### config.mk
export PLATFORM = sky130hd
export DESIGN_NAME = itf_isa_tx
export DESIGN_NICKNAME = d
export VERILOG_FILES = /design/src/rtl/itf_isa_tx.sv
export SDC_FILE = /design/constraint.sdc
export NUM_CORES = 2
export LEC_CHECK = 0
export BUFFER_PORTS_ARGS = -buffer_cell sky130_fd_sc_hd__buf_2
export CORE_ASPECT_RATIO = 1.1
export CORE_UTILIZATION = 50
export DETAILED_ROUTE_END_ITERATION = 8
export PLACE_DENSITY = 0.65
export SLEW_MARGIN = 20
export SYNTH_ARGS = -nofsm -noshare
export SYNTH_HDL_FRONTEND = slang
export SYNTH_SLANG_ARGS = --single-unit
export TNS_END_PERCENT = 1
### constraint.sdc
create_clock -name clk -period 6.8 [get_ports clk]
set_input_delay 1.36 -clock clk [delete_from_list [all_inputs] [get_ports clk]]
set_output_delay 1.36 -clock clk [all_outputs]
set_load 0.02 [all_outputs]
### src/rtl/itf_isa_tx.sv
// ISA transmitter: buffers instruction words from the host read path and
// frames them onto the CCU instruction stream, one instruction per opcode.
// Illegal opcodes are dropped and reported through a sticky error flag.
module itf_isa_tx #(
  parameter int PORT_WIDTH     = 128,
  parameter int OPNUM          = 6,
  parameter int OPCODE_WIDTH   = 8,
  parameter int BUF_ADDR_WIDTH = 5,
  parameter int FPS_WORDS      = 16,
  parameter int KNN_WORDS      = 2,
  parameter int SYA_WORDS      = 3,
  parameter int POL_WORDS      = 9,
  parameter int GIC_WORDS      = 2,
  parameter int MON_WORDS      = 1,
  parameter int CNT_WIDTH      = 16
) (
  input  logic                  clk,
  input  logic                  rst,
  input  logic [PORT_WIDTH-1:0] ISAIn_Dat,
  input  logic                  ISAIn_Vld,
  output logic                  ISAIn_Rdy,
  output logic [PORT_WIDTH-1:0] ITFCCU_ISARdDat,
  output logic                  ITFCCU_ISARdDatVld,
  output logic                  ITFCCU_ISARdDatLast,
  input  logic                  CCUITF_ISARdDatRdy,
  input  logic [OPNUM-1:0]      CCUITF_CfgRdy,
  output logic                  ITF_ISAErr,
  output logic [CNT_WIDTH-1:0]  ITF_InsCnt,
  output logic                  ITF_Busy
);

  localparam int DEPTH = 1 << BUF_ADDR_WIDTH;
  localparam int REM_W = 16;

  typedef enum logic [1:0] {IDLE, WAIT, SEND, DROP} state_t;

  // Instruction length in words for a legal opcode.
  function automatic logic [REM_W-1:0] words_for(input logic [OPCODE_WIDTH-1:0] op);
    logic [REM_W-1:0] w;
    case (int'(op))
      0:       w = REM_W'(FPS_WORDS);
      1:       w = REM_W'(KNN_WORDS);
      2:       w = REM_W'(SYA_WORDS);
      3:       w = REM_W'(POL_WORDS);
      4:       w = REM_W'(GIC_WORDS);
      5:       w = REM_W'(MON_WORDS);
      default: w = '0;
    endcase
    return w;
  endfunction

  // Config-ready bit of the target module; out-of-range opcodes read as 0.
  function automatic logic cfg_bit(input logic [OPNUM-1:0]        cfg,
                                   input logic [OPCODE_WIDTH-1:0] op);
    logic b;
    b = 1'b0;
    for (int i = 0; i < OPNUM; i++) begin
      if (int'(op) == i) b = cfg[i];
    end
    return b;
  endfunction

  logic [PORT_WIDTH-1:0]     mem_q [DEPTH];
  logic [BUF_ADDR_WIDTH-1:0] wr_ptr_q, rd_ptr_q;
  logic [BUF_ADDR_WIDTH:0]   fill_q, fill_d;
  logic                      empty, full, push, pop;
  logic [PORT_WIDTH-1:0]     head;
  logic [OPCODE_WIDTH-1:0]   head_op;
  logic                      head_force;

  state_t                    state_q, state_d;
  logic [OPCODE_WIDTH-1:0]   op_q, op_d;
  logic [REM_W-1:0]          rem_q, rem_d;
  logic                      err_q, err_d;
  logic [CNT_WIDTH-1:0]      ins_cnt_q, ins_cnt_d;
  logic                      vld, last;

  assign empty      = (fill_q == '0);
  assign full       = (fill_q == (BUF_ADDR_WIDTH + 1)'(DEPTH));
  assign push       = ISAIn_Vld & ~full;
  assign head       = mem_q[rd_ptr_q];
  assign head_op    = head[OPCODE_WIDTH-1:0];
  assign head_force = head[OPCODE_WIDTH];

  // Buffer storage: data only, no reset needed.
  always_ff @(posedge clk) begin
    if (push) mem_q[wr_ptr_q] <= ISAIn_Dat;
  end

  // Buffer occupancy after this cycle's push/pop.
  always_comb begin
    fill_d = fill_q;
    case ({push, pop})
      2'b10:   fill_d = fill_q + 1'b1;
      2'b01:   fill_d = fill_q - 1'b1;
      default: fill_d = fill_q;
    endcase
  end

  // Buffer pointers and occupancy.
  always_ff @(posedge clk or posedge rst) begin
    if (rst) begin
      wr_ptr_q <= '0;
      rd_ptr_q <= '0;
      fill_q   <= '0;
    end else begin
      if (push) wr_ptr_q <= wr_ptr_q + 1'b1;
      if (pop)  rd_ptr_q <= rd_ptr_q + 1'b1;
      fill_q <= fill_d;
    end
  end

  // Framing FSM: decode header in IDLE, wait for target, stream words, or drop.
  always_comb begin
    state_d   = state_q;
    op_d      = op_q;
    rem_d     = rem_q;
    err_d     = err_q;
    ins_cnt_d = ins_cnt_q;
    pop       = 1'b0;
    vld       = 1'b0;
    last      = 1'b0;
    case (state_q)
      IDLE: begin
        if (!empty) begin
          if (int'(head_op) >= OPNUM) begin
            state_d = DROP;
          end else begin
            op_d    = head_op;
            rem_d   = words_for(head_op);
            state_d = (cfg_bit(CCUITF_CfgRdy, head_op) | head_force) ? SEND : WAIT;
          end
        end
      end
      WAIT: begin
        if (cfg_bit(CCUITF_CfgRdy, op_q)) state_d = SEND;
      end
      SEND: begin
        vld  = ~empty;
        last = vld & (rem_q == REM_W'(1));
        if (vld & CCUITF_ISARdDatRdy) begin
          pop   = 1'b1;
          rem_d = rem_q - REM_W'(1);
          if (last) begin
            state_d   = IDLE;
            ins_cnt_d = ins_cnt_q + CNT_WIDTH'(1);
          end
        end
      end
      DROP: begin
        // Header of an illegal instruction is the only word consumed.
        pop     = 1'b1;
        err_d   = 1'b1;
        state_d = IDLE;
      end
      default: state_d = IDLE;
    endcase
  end

  // FSM and status registers.
  always_ff @(posedge clk or posedge rst) begin
    if (rst) begin
      state_q   <= IDLE;
      op_q      <= '0;
      rem_q     <= '0;
      err_q     <= 1'b0;
      ins_cnt_q <= '0;
    end else begin
      state_q   <= state_d;
      op_q      <= op_d;
      rem_q     <= rem_d;
      err_q     <= err_d;
      ins_cnt_q <= ins_cnt_d;
    end
  end

  assign ISAIn_Rdy           = ~full;
  assign ITFCCU_ISARdDatVld  = vld;
  assign ITFCCU_ISARdDatLast = last;
  assign ITFCCU_ISARdDat     = vld ? head : '0;
  assign ITF_ISAErr          = err_q;
  assign ITF_InsCnt          = ins_cnt_q;
  assign ITF_Busy            = (state_q != IDLE) | ~empty;

endmodule
### After elaboration in Yosys (flattened, before gate mapping)

Memories as Yosys holds them, arrays and structs flattened.
Index checks and enable logic that the tools add are counted.

* bits in writable memories: 4096
* output and inout bits: 149
* bits of input ports: 138
* logic and storage cells: 100
* flip-flop bits (word level): 59
* memories kept: 1

Memories
* mem_q: words 32, width 128, read ports 1, clocked after memory_dff 0, write ports 1, RTL line 63 `logic [PORT_WIDTH-1:0] mem_q [DEPTH];`

* bitwise logic cells: 8
* equality and inequality tests: 27
* $add $sub $neg: 6
* reduce and logical (&&, ||, !) cells: 13
* magnitude comparators: 1
* mux-type cells: 36

Operators by type and width (number)
* two-way mux 128 bit: 1
* equality test 8 x 3 -> 1 bit (second input constant): 6
* two-way mux 16 bit: 3
* equality test 8 x 2 -> 1 bit (second input constant): 4
* equality test 8 x 4 -> 1 bit (second input constant): 4
* one-hot mux 16 bit (2 select lines): 1
* one-hot mux 5 bit (5 select lines): 1
* zero test 8 bit: 3
* two-way mux 1 bit: 21
* adder 16 x 1 -> 16 bit (second input constant): 1
* equality test 16 x 1 -> 1 bit (second input constant): 1
* subtractor 16 x 1 -> 16 bit (second input constant): 1
* two-way mux 2 bit: 6
* one-hot mux 6 bit (2 select lines): 1
* adder 5 x 1 -> 5 bit (second input constant): 2
* inequality test 2 bit (second input constant): 5
* equality test 8 x 1 -> 1 bit (second input constant): 1
* >= comparator 8 x 3 -> 1 bit (second input constant): 1
* one-hot mux 2 bit (4 select lines): 1
* AND reduction 4 bit: 2
* adder 6 x 1 -> 6 bit (second input constant): 1
* equality test 2 bit (second input constant): 3
* equality test 6 bit (second input constant): 1
* zero test 6 bit: 1
* 10 further kinds: 19

### Longest topological paths before layout

An unclocked memory read counts as a cell.

* word-level depth: 16
* mapped depth: 15
* mapped depth without buffers: 14

### Worst setup path after synthesis

No wires, ideal clock.

* path kind: input -> register
* from: in ISAIn_Vld
* to: mem mem_q[31][0], enable pin
* buffers on the path: 2
* stages on the path: 5
* setup slack: -1.192 ns
* arrival: 7.375 ns
* path through: and2_1 clkbuf_1 nand2_1 clkbuf_1 nor2_1

* word-level cells in the longest chain between the ends: 3

RTL lines
* start, declared: RTL line 20 `input logic ISAIn_Vld,`
* AND 1 bit: RTL line 80 `assign push = ISAIn_Vld & ~full;`
* two-way mux 1 bit: RTL line 87 `if (push) mem_q[wr_ptr_q] <= ISAIn_Dat;`
* two-way mux 1 bit (not written as such): RTL line 87
* end, declared: RTL line 63

Every way passes these cells.

### Worst setup path after layout

* from: reg rd_ptr_q[0]
* to: out ITFCCU_ISARdDat[13]

* word-level cells in the longest chain between the ends: 2

RTL lines
* start, declared: RTL line 64 `logic [BUF_ADDR_WIDTH-1:0] wr_ptr_q, rd_ptr_q;`
* start signal, assigned: RTL line 108 `if (pop) rd_ptr_q <= rd_ptr_q + 1'b1;`
* memory read (32 x 128 bit)
* two-way mux 128 bit: RTL line 180 `assign ITFCCU_ISARdDat = vld ? head : '0;`
* end, declared: RTL line 22 `output logic [PORT_WIDTH-1:0] ITFCCU_ISARdDat,`

Every way passes these cells.

==> results.toml <==
[timing]
grt_setup_unrepaired = "false"
final.min_clock_period_ns = 6.01
fin_skew_ns = 0.0678
setup_tns_ns = 0
clock.fmax_mhz = 166
worst_pin_slew_ns = 1.13
finalHoldViolations = 0
slew_headroom_pct = 24.6
finalSetupViolCount = 0
final_max_slew_viol_count = 0
whs_ns = 0.470
fin_crit_sh_pct = 88.4

[routing]
drc = 0
vias_per_cell = 6.38
detail-route-antenna-nets = 0
avgRoutedWirePerCell_um = 34.1
drt_iter0_drc = 8599
dr_total_vias = 73000
drt_wl_total_mm = 390
dr.pass1.iters = 6

[layout]
drive_gt1_share_pct = 32.1
syn_to_final_growth_pct = 13.2
final_cell_area_sq_mm = 0.180
finalNonFillerCells = 11400
final_nets = 7109

[power_and_ir_drop]
power.switching_uw = 21800
sw_frac_of_total_pct = 29.5
internal-power_uw = 52300
p_comb_share_pct = 29.2
seqPwrFrac_pct = 41.0
powerDensity_mw_per_mm2 = 413
pwr-share-clk_pct = 29.7
peakVddDrop_v = 0.000402
p_leak_uw = 0.0566

[cts]
clk_pin_slew_ns = 0.06
postCtsResizedCells = 0
tritoncts = "built"
post_cts_buffers = 0
insertion_delay_ns = 0.93
cts-htree-levels = 5
clockBufferDepth = 4
cts_sinks = 4155
cts_hold_buf = 0
root_buffer = "clkbuf_16"
numCtsBuffers = 408

[worst_setup_path]
r2r_setup_slack_ns = 2.28
worstPathRequired_ns = 5.44
cp-start-kind = "register"
r2r_start = "rd_ptr_q[0]"
path_max_fanout = 31
path_class = "reg -> out"
endpoint_kind = "output pin"
arrival_ns = 4.65
startpoint = "rd_ptr_q[0]"

[yosys]
synthFlopType = "edfxtp_1"
synth_top_area_cell = "edfxtp_1"
synth_cell_type_count = 70
synth_commonest_cells = "edfxtp_1, mux4_2, nor2_1"
synth.most_common_cell = "edfxtp_1"
synthArstFlopShare_pct = 1.42
ys_top_cells_by_area = "edfxtp_1, mux4_2, mux2i_1"
synth_top_area_share_pct = 77.6
avgSynthCellArea_sq_um = 24.8
synth-seq-cells = 4155
synth_nets = 6548
syn_inst = 6396
synth-edff-count = 4096
syn_area_sq_mm = 0.159
synth_seq_area_share_pct = 78.5
ys_warn_count = 0

[floorplan]
core.rowCount = 216
io_pins = 287
die_w_um = 539
start_util_pct = 50.3
dieArea_sq_mm = 0.319
coreArea_sq_mm = 0.315
die_y_um = 593

[place]
gp_congestion = 0.755
place_area_sq_mm = 0.167
place_hpwl_mm = 186
port_buffers = 286
dp.cells = 10700

[global_routing]
grt_max_degree = 100
grt_pass1_vias = 74400
antenna_found_initial = 65
grt_overflow = 0
grt_pass1_wl_mm = 553
groute.usage.overall_pct = 24.5

[worst_hold_path]
hold_path_startpoint = "ITF_InsCnt[15]"
hp-class = "reg -> reg"

[run_status]
status = "finished clean"

[job]
drv_cap = 0
registers in the layout, indices dropped and copies added, names as in the netlist:
register    cells
fill_q          6
state_q         2
ITF_ISAErr      1
wr_ptr_q        5
rem_q          16
mem_q        4096
rd_ptr_q        5
op_q            8
ITF_InsCnt     16
layout by cell type, fill, tap and decap left out, drive strengths merged, types with 4 or more instances in the layout:
cell and instances:
a21oi 9, a22oi 13, and2 8, and3 11, buf 484, bufinv 37, clkbuf 492, clkinv 187
clkinvlp 10, dfrtp 59, diode 18, edfxtp 4096, ha 13, inv 25, mux2 11, mux2i 161
mux4 1245, nand2 46, nand3 20, nand3b 4, nand4 17, nor2 182, nor2b 19, nor3 14
nor4 5, o21ai 15, o22a 5, or2 4, xnor2 31, xor2 8
per-layer routing:
metal,track usage (%),share of wire (%)
met1,34.9,41
met2,40.3,49
met3,3.88,7.8
met4,5.32,2.0
met5,0,0.054
critical path: stages, from the launching register on:
cell,delay [ns]
dfrtp_4,0.93
buf_12,0.37
buf_4,0.34
buf_4,0.38
mux4_2,0.57
mux4_2,0.50
mux2i_1,0.32
nor2_1,0.09
buf_2,0.18
cells by family after synthesis:
kind of cell | synth area share [%]
flops | 78.5
mux | 18.8
simple gates | 1.02
buf+inv | 1.00
compound gates | 0.341
xor+xnor | 0.215
fa+ha+maj | 0.115
power by group through the flow:
| stage | Sequential (uW) | Combinational [uW] | Clock [uW] |
|---|---|---|---|
| 2_1_floorplan | 30800 | 15200 | 0 |
| 3_3_place_gp | 30800 | 21800 | 0 |
| 3_5_place_dp | 30900 | 22000 | 0 |
| 4_1_cts | 30400 | 22000 | 22300 |
| 5_1_grt | 30500 | 23000 | 23300 |
| 6_report | 30400 | 21700 | 22000 |
layout make-up:
type / count / area, sq um
inverter: 14 / 60.1
sequential: 4155 / 124000
clock inverter: 245 / 2170
fill: 22300 / 136000
clock buffer: 492 / 10800
antenna: 18 / 45.0
tap: 4142 / 5180
multi-input combinational: 1894 / 32800
timing repair buffer: 484 / 4020
per-stage QoR:
step / setup WS (ns) / power, uW / util, %
after detailed placement: 1.65 / 52900 / 52.8
after global routing: 0.546 / 76700 / 57.0
after floorplan: -1.19 / 46000 / -
after CTS: 0.632 / 74800 / 56.9
final: 0.788 / 74100 / 57.0
after global placement: 1.69 / 52700 / 52.8
worst paths after layout:
| kind | end | cells past startpoint |
|---|---|---|
| max | ITFCCU_ISARdDat[13] | 8 |
| min | ITF_InsCnt[15] | 1 |
| max reg2reg | op_q[1] | 9 |
| min reg2reg | ITF_InsCnt[15] | 1 |
| max in group asynchronous | rd_ptr_q[1] | 3 |
| min in group asynchronous | ITF_InsCnt[13] | 3 |
Note: power is estimated with default switching activity, not from simulation.
